[config.mk]
export PLATFORM = sky130hd
export DESIGN_NAME = pipe_seq_ctrl
export DESIGN_NICKNAME = d
export VERILOG_FILES = /design/src/rtl/pipe_seq_ctrl.sv
export SDC_FILE = /design/constraint.sdc
export NUM_CORES = 1
export LEC_CHECK = 0
export ABC_AREA = 1
export CAP_MARGIN = 20
export CORE_ASPECT_RATIO = 0.8
export CORE_MARGIN = 2
export CORE_UTILIZATION = 44
export DETAILED_ROUTE_END_ITERATION = 7
export PLACE_DENSITY = 0.84
export SLEW_MARGIN = 40
export SYNTH_ARGS = -nofsm -noshare
export SYNTH_HDL_FRONTEND = slang
export SYNTH_SLANG_ARGS = --single-unit
[constraint.sdc]
create_clock -name clk -period 3.07 [get_ports clk]
set_input_delay 0.4605 -clock clk [delete_from_list [all_inputs] [get_ports clk]]
set_output_delay 0.4605 -clock clk [all_outputs]
set_load 0.05 [all_outputs]
[src/rtl/pipe_seq_ctrl.sv]
// Pipeline sequencing controller: turns hazard, branch, memory-wait and halt
// events into one consistent set of pipeline-register enables and flushes.
module pipe_seq_ctrl #(
    parameter int STALL_CYCLES = 1,
    parameter int FLUSH_CYCLES = 2,
    parameter int PERF_W       = 8
) (
    input  logic              clk,
    input  logic              rst,
    input  logic              haz_stall,
    input  logic              br_taken,
    input  logic              mem_req,
    input  logic              mem_ready,
    input  logic              halt,
    input  logic              resume,
    output logic              pc_en,
    output logic              ifid_en,
    output logic              idex_en,
    output logic              exmem_en,
    output logic              memwb_en,
    output logic              ifid_flush,
    output logic              idex_flush,
    output logic [2:0]        state,
    output logic [PERF_W-1:0] stall_count
);

    typedef enum logic [2:0] {
        RUN   = 3'd0,
        STALL = 3'd1,
        FLUSH = 3'd2,
        MEMW  = 3'd3,
        HALT  = 3'd4
    } state_t;

    // Control word layout: {pc, ifid, idex, exmem, memwb, ifid_flush, idex_flush}
    localparam logic [6:0] CTL_RUN    = 7'b11111_00;
    localparam logic [6:0] CTL_FLUSH  = 7'b11111_11;
    localparam logic [6:0] CTL_STALL  = 7'b00111_01;
    localparam logic [6:0] CTL_FREEZE = 7'b00000_00;
    localparam logic [6:0] CTL_RESET  = 7'b00000_11;

    localparam logic [2:0] STALL_RELOAD = 3'(STALL_CYCLES - 1);
    localparam logic [2:0] FLUSH_RELOAD = 3'(FLUSH_CYCLES - 1);

    state_t     state_q;
    state_t     state_nxt;
    logic [2:0] cnt_q;
    logic [2:0] cnt_nxt;
    logic [6:0] ctl;
    logic       mem_wait;
    logic       run_dec;

    assign mem_wait = mem_req & ~mem_ready;

    always_comb begin
        ctl       = CTL_RUN;
        state_nxt = RUN;
        cnt_nxt   = 3'd0;
        run_dec   = 1'b0;
        if (rst) begin
            ctl = CTL_RESET;
        end else begin
            case (state_q)
                RUN: run_dec = 1'b1;
                STALL: begin
                    if (mem_wait) begin
                        ctl       = CTL_FREEZE;
                        state_nxt = MEMW;
                    end else if (br_taken) begin
                        run_dec = 1'b1;
                    end else begin
                        ctl = CTL_STALL;
                        if (cnt_q > 3'd1) begin
                            state_nxt = STALL;
                            cnt_nxt   = cnt_q - 3'd1;
                        end
                    end
                end
                FLUSH: begin
                    if (mem_wait) begin
                        ctl       = CTL_FREEZE;
                        state_nxt = MEMW;
                    end else begin
                        ctl = CTL_FLUSH;
                        if (br_taken) begin
                            if (FLUSH_CYCLES > 1) begin
                                state_nxt = FLUSH;
                                cnt_nxt   = FLUSH_RELOAD;
                            end
                        end else if (cnt_q > 3'd1) begin
                            state_nxt = FLUSH;
                            cnt_nxt   = cnt_q - 3'd1;
                        end
                    end
                end
                MEMW: begin
                    // Once the access completes, the pending events are decoded
                    // exactly as RUN would have, so nothing is lost during the wait.
                    if (!mem_ready) begin
                        ctl       = CTL_FREEZE;
                        state_nxt = MEMW;
                    end else begin
                        run_dec = 1'b1;
                    end
                end
                HALT: begin
                    if (mem_wait) begin
                        ctl       = CTL_FREEZE;
                        state_nxt = HALT;
                    end else if (!resume) begin
                        ctl       = CTL_STALL;
                        state_nxt = HALT;
                    end
                end
                default: ;
            endcase

            if (run_dec) begin
                if (mem_wait) begin
                    ctl       = CTL_FREEZE;
                    state_nxt = MEMW;
                end else if (br_taken) begin
                    ctl = CTL_FLUSH;
                    if (FLUSH_CYCLES > 1) begin
                        state_nxt = FLUSH;
                        cnt_nxt   = FLUSH_RELOAD;
                    end
                end else if (haz_stall) begin
                    ctl = CTL_STALL;
                    if (STALL_CYCLES > 1) begin
                        state_nxt = STALL;
                        cnt_nxt   = STALL_RELOAD;
                    end
                end else if (halt) begin
                    ctl       = CTL_STALL;
                    state_nxt = HALT;
                end
            end
        end
    end

    assign {pc_en, ifid_en, idex_en, exmem_en, memwb_en, ifid_flush, idex_flush} = ctl;
    assign state = state_q;

    always_ff @(posedge clk) begin
        if (rst) begin
            state_q     <= RUN;
            cnt_q       <= 3'd0;
            stall_count <= '0;
        end else begin
            state_q <= state_nxt;
            cnt_q   <= cnt_nxt;
            if (!pc_en && (stall_count != {PERF_W{1'b1}}))
                stall_count <= stall_count + 1'b1;
        end
    end

endmodule

==> summary.md <==
| Metric | Value |
|---|---|
| Status | finished, final reports clean |
| Port Buffers | 25 |
| Share of layout cells above drive strength 1 | between 10% and 20% |
| Commonest non-fill, non-tap cells in the layout | 25 x nand2_1, 18 x clkdlybuf4s50_1, 17 x nand3_1 |
| Max Root-Sink Buffers | 2 |
| Largest net degree at the start of global routing | 13 |
| NetSw | 0.2847 mW |
| Starting Density | 46.55% |
| CP max FO | 6 |
| Logic gate share of total power | 52.6% |
| Clock root cell | clkbuf_4 |
| Clock power share | 15.2% |
| Vias | 1032 |
| Slew Limit Fails | 0 |
| Cell area after synthesis | 996.0 µm² |
| Gr usage total | 17.34% |
| Die height | between 40 and 50 µm |
| Fmax | 371.7 MHz |
| Post-Place Cell Area | 1313 µm² |
| Worst path cell trace | clkdlybuf4s50_1 > nand4_1 > nand3_4 > nand2_1 > nor3b_1 > o21ai_0 > buf_12 |
| Period utilization | 87.63% |
| Pwr Total | roughly 0.66 mW |
| Worst skew pair latency | 0.28 ns |
| CP max stage cell | clkdlybuf4s50_1 |
| CP Launch Point | mem_ready |
| Leakage | roughly 0.6 nW |
| Unrepaired setup endpoints after global routing | false |
| Core footprint | 2140 µm² |
| Maximum capacitance violations | 0 |
| Most common cell after layout, fill and taps aside | nand2_1 |
| Part of the Yosys area used for sequential elements | 28.14% |
| H-Tree Level Count | 1 |
| Cts hold-fix bufs | 0 |
| Yosys reg bits | 14 |
| Initial antenna violation count | 0 |
| Startpoint Class | primary input |
| Routed WL | 2245 µm |
| Synth Net Count | 155 |
| Design Area, Final | roughly 1300 µm² |
| Hold_sp | stall_count[1] |
| Die ar. | between 2000 and 3000 µm² |
| Vias in the first global route | 818 |
| Final hold violations | 0 |
| Worst slew margin | 66.43% |
| Setup tns final | 0 ns |
| Register share of total power | 32.2% |
| CP max stage delay | 0.59 ns |
| Vias per cell | 5.320 |
| Count of different cell masters after synthesis | 32 |
| Layout area overhead | 34.05% |
| Cells after synthesis | 144 |
| I/O pins | 26 |
| Clock-pin slew on the worst setup and hold paths | ~0.07 ns |
| Die extent in x | between 50 and 60 µm |
| Fill count | around 180 |
| Worst Setup End Kind | primary output |
| Grt ovf | 0 |
| Tmin final | 2.690 ns |
| Critical path class | primary input to primary output |
| Final nets | 182 |
| VDD IR-drop max | 0.3224 mV |
| CP Data Required Time | 2.61 ns |
| Diodes inserted | 0 |
| First-pass GRT wire length | about 3600 µm |
| Initial detailed-routing violation count | 53 |
| Worst slew pin tran | 0.5019 ns |
| Mean Syn Cell Area | 6.916 µm² |
| Final Skew | 0.003901 ns |
| Post-CTS setup buffer count | 0 |
| Power per cell area | 493.1 nW/µm² |
| Yosys warns | 0 |
| Pint | 0.3737 mW |
| Critical Path AT | 2.23 ns |
| Num rows | 15 |
| Number of sinks on the clock net | 14 |
| Min-delay worst type | flip-flop to flip-flop |
| Final ANT Viol Nets | 0 |
| Drt drc | 0 |
| TritonCTS Buffers | 3 |
| Detailed placement HPWL | 1801 µm |
| WL per Instance | approximately 12 µm |
| Pre-antenna DRT Iters | 5 |
| CTS tree | yes |
| RR Startpoint | state[0] |
| Net Sw Frac | 43.24% |
| Post-cts sizing count | 0 |
| Final setup viols | 0 |
| GP Congestion | between 0.8 and 0.9 |
==> per-layer routing <==
metal / up-vias / global-route usage (%) / wire length, µm
met5: - / 0 / 0
li1: 524 / - / -
met2: 36 / 29.20 / 1078
met1: 468 / 22.73 / 988
met4: 0 / 4.186 / 21
met3: 4 / 4.213 / 156
==> registers in the layout, indices dropped and copies added (netlist names) <==
name,count
stall_count,8
state,3
cnt_q,3
==> logic make-up (layout without fill, tap and decap cells) <==
family | count (synthesis) | count (layout) | share of synthesized area [%]
AO/OA/AOI/OAI | 20 | 20 | 11.31
XOR/XNOR | 7 | 7 | 6.156
adder cells (fa/ha/maj) | 3 | 3 | 3.769
buffers and inverters | 25 | 50 | 11.43
flip-flops | 14 | 14 | 28.14
AND/OR/NAND/NOR | 75 | 75 | 39.20
==> power groups by stage <==
stage	Combinational, mW	Clock, mW	Sequential [mW]
detailed placement	0.345	0	0.216
finish	0.346	0.100	0.212
global placement	0.339	0	0.215
floorplan	0.192	0	0.252
CTS	0.346	0.104	0.212
global route	0.368	0.113	0.214
==> worst paths after layout <==
path,end,slack (ns),depth (start not counted)
worst max register to register,stall_count[2],1.37,12
worst min-delay path,stall_count[1],0.51,2
worst min register to register,stall_count[1],0.51,2
worst max-delay path,idex_flush,0.38,7
==> cell usage after synthesis <==
library cell	number	area, µm²
ha_1	3	37.54
o21bai_1	1	7.510
nand3_4	1	17.52
o21ai_0	2	10.01
clkinv_2	1	5.000
nand3b_1	1	7.510
a211oi_1	2	15.01
inv_1	15	56.30
a31oi_1	1	6.260
nor2_1	10	37.54
buf_4	3	22.52
nand2_2	7	43.79
nor4_1	2	12.51
buf_6	1	11.26
nor3b_1	1	7.510
nand3b_2	1	11.26
xnor2_1	4	35.03
nor2_2	2	12.51
inv_2	4	15.01
nand2_4	1	11.26
xor2_1	3	26.28
and2_1	1	6.260
a21oi_1	13	65.06
a32oi_1	1	8.760
dfxtp_1	14	280.3
nand4_1	2	12.51
clkbuf_1	1	3.750
nor2_4	1	11.26
nand3_1	17	85.08
nand3_2	1	10.01
nand2_1	25	93.84
nor3_1	2	10.01
==> final cells by class <==
cell class	count	area (µm²)	share of cell area (%)
multi-input combinational	105	601.8	45.08
timing repair buffer	27	322.8	24.18
sequential	14	280.3	20.99
inverter	20	76.32	5.717
tap	25	31.28	2.343
clock buffer	3	22.52	1.687
==> through the flow <==
step / worst slack, ns / hold WS, ns / utilization (%) / cells
after floorplan: 0.04332 / 0.5210 / - / 144
final: 0.3798 / 0.5084 / 62.40 / 194
after CTS: 0.3700 / 0.5098 / 62.40 / 194
after global routing: 0.2440 / 0.5386 / 62.40 / 194
after global placement: 0.4526 / 0.4898 / 61.35 / 191
after detailed placement: 0.3726 / 0.4981 / 61.35 / 191
==> critical path, delay by kind of cell <==
kind	cells	cell delay (ns)
AO/OA/AOI/OAI	1	0.33
buffers and inverters	2	0.78
AND/OR/NAND/NOR	4	0.66
No activity file was read; power rests on OpenSTA's default activity.
==> RTL edit, RTL diff (config.mk and constraints unchanged) <==
Change the parameter `PERF_W` from 8 to 10.
--- a/src/rtl/pipe_seq_ctrl.sv
+++ b/src/rtl/pipe_seq_ctrl.sv
@@ -3,7 +3,7 @@
 module pipe_seq_ctrl #(
     parameter int STALL_CYCLES = 1,
     parameter int FLUSH_CYCLES = 2,
-    parameter int PERF_W       = 8
+    parameter int PERF_W       = 10
 ) (
     input  logic              clk,
     input  logic              rst,
Ports: changed (resized stall_count); port bits go from 26 to 28. No check against the original RTL was run, so the function may have changed too.
==> RTL edit against the unedited design <==
  * Combinational power grew 9.5%
  * Synthesized area grew 23%
  * Die area grew 21%
  * Wire length grew 22%
  * First-iteration DRC count is 15% higher
  * Final area increased by 21%
  * Sequential cell count up 2
  * Power rose by 16%
  * Utilization down 2.6 points
  * Setup slack better by 15 ps
  * Hold slack gained 18 ps
==> RTL edit: results (changes against the unedited design) <==
Setup path
  • Critical path's top delay family: buffers and inverters
  • CP peak stage delay: 560 ps (-30 ps)
  • Critical path arrival: 2210 ps (-20 ps)

Synthesis
  • Net Count, Synth: 175 (+13%)
  • Most common library cells after synthesis: nand2_1, dfxtp_1, inv_1, nor2_1
  • Post-Synth Adder-Cell Area: 0.0306 (-0.00711)
  • Ranking of synthesized cells by area: dfxtp_1, nand3_2, nand2_1
  • Sequential-to-total area share from yosys stat: 0.261 (-0.0204)
  • Multiplexer share of the synthesized area: 0 (unchanged)
  • Post-synthesis compound-gate area fraction: 0.134 (+0.0205)
  • Post-Synth XOR/XNOR Area: 0.0642 (+0.00266)

Power
  • Pleak: 0.656 nW (+11%)
  • Switching pwr: 0.321 mW (+13%)
  • Peak VDD IR: 0.335 mV (+3.8%)
  • Clk pwr share: 0.185 (+0.033)
  • Flip-flop and latch power: 0.241 mW (+14%)

Detailed routing
  • Starting DRT DRC Count: 61 (+15%)
  • Wl on met1: 1.34 mm (+35%)
  • DR vias: 1155 (+12%)
  • Met2 wire len: 1.22 mm (+14%)
  • Drt total wl: 2.73 mm (+22%)
  • Iteration count of the initial detailed-routing pass: 4 (-1)
  • WL met3: 152 µm (-2.6%)

Finish
  • Layout cells sized above 1: 0.302 (+0.119)
  • # fillers: 235 (+29%)
  • Max reg flops: 10 (+2)

Timing
  • Max_slew headroom: 0.668 (+0.00379)
  • Setup Skew: 5.69 ps (+1.79 ps)

Global routing
  • Met1 usage: 0.248 (+0.0210)
  • Vias in the first global route: 1038 (+27%)
  • Pin count of the biggest net entering global routing: 14 (+1)
  • First-pass GRT wire length: 4.57 mm (+28%)
  • Global route overflow: 0 (unchanged)
  • Number of antenna violations at the first check in global routing: 0 (unchanged)
  • All-Layer GR Usage: 0.174 (+0.000329)
  • GR Util met2: 0.270 (-0.0225)

Clock network
  • Clk pin slew, worst setup/hold paths: 90 ps (+20 ps)
  • Number of CTS-inserted buffers: 3 (unchanged)

Placed design
  • Dpl hpwl: 2.05 mm (+14%)
  • I/O Buffers: 27 (+8.0%)

Outcome
  • Status: finished clean
RTL edit: path summary, 6_finish.rpt:
path	end	cells past startpoint	startpoint	slack [ps]
setup / recovery	idex_flush	11	mem_ready	390
hold / removal	stall_count[8]$_SDFFE_PP0P_	2	stall_count[8]$_SDFFE_PP0P_	530
setup reg to reg	stall_count[7]$_SDFFE_PP0P_	8	stall_count[0]$_SDFFE_PP0P_	1360
hold reg to reg	stall_count[8]$_SDFFE_PP0P_	2	stall_count[8]$_SDFFE_PP0P_	530
RTL edit: metrics by stage:
| stage | area, µm² | std cells | utilization | power [mW] | setup slack [ps] |
|---|---|---|---|---|---|
| finish | 1620 | 230 | 0.598 | 0.761 | 395 |
| global route | 1620 | 230 | 0.598 | 0.801 | 238 |
| CTS | 1620 | 230 | 0.598 | 0.764 | 407 |
| detailed placement | 1580 | 226 | 0.585 | 0.622 | 413 |
| global placement | 1580 | 226 | 0.585 | 0.618 | 470 |
| floorplan | 1230 | 164 | - | 0.505 | 44.1 |
RTL edit: kinds of logic after synthesis:
family,Yosys count
and+or+nand+nor,86
AOI/OAI and AO/OA,23
buffers and inverters,27
DFF,16
adders and majority gates,3
xor gates and xnor gates,9
RTL edit: worst register-to-register path: stages, from the launching register on:
cell and delay [ps]:
dfxtp_1 480, ha_1 230, nand2_1 90, nor2_1 200
nand4_1 110, buf_4 220, nand2_4 140, nand2_1 80
a21oi_2 110
RTL edit: cell type report:
type / instances / share of cell area
Multi-Input combinational cell: 121 / 0.477
Timing Repair Buffer: 30 / 0.224
Sequential cell: 16 / 0.198
Inverter: 21 / 0.0488
Tap cell: 38 / 0.0294
Clock buffer: 4 / 0.0224
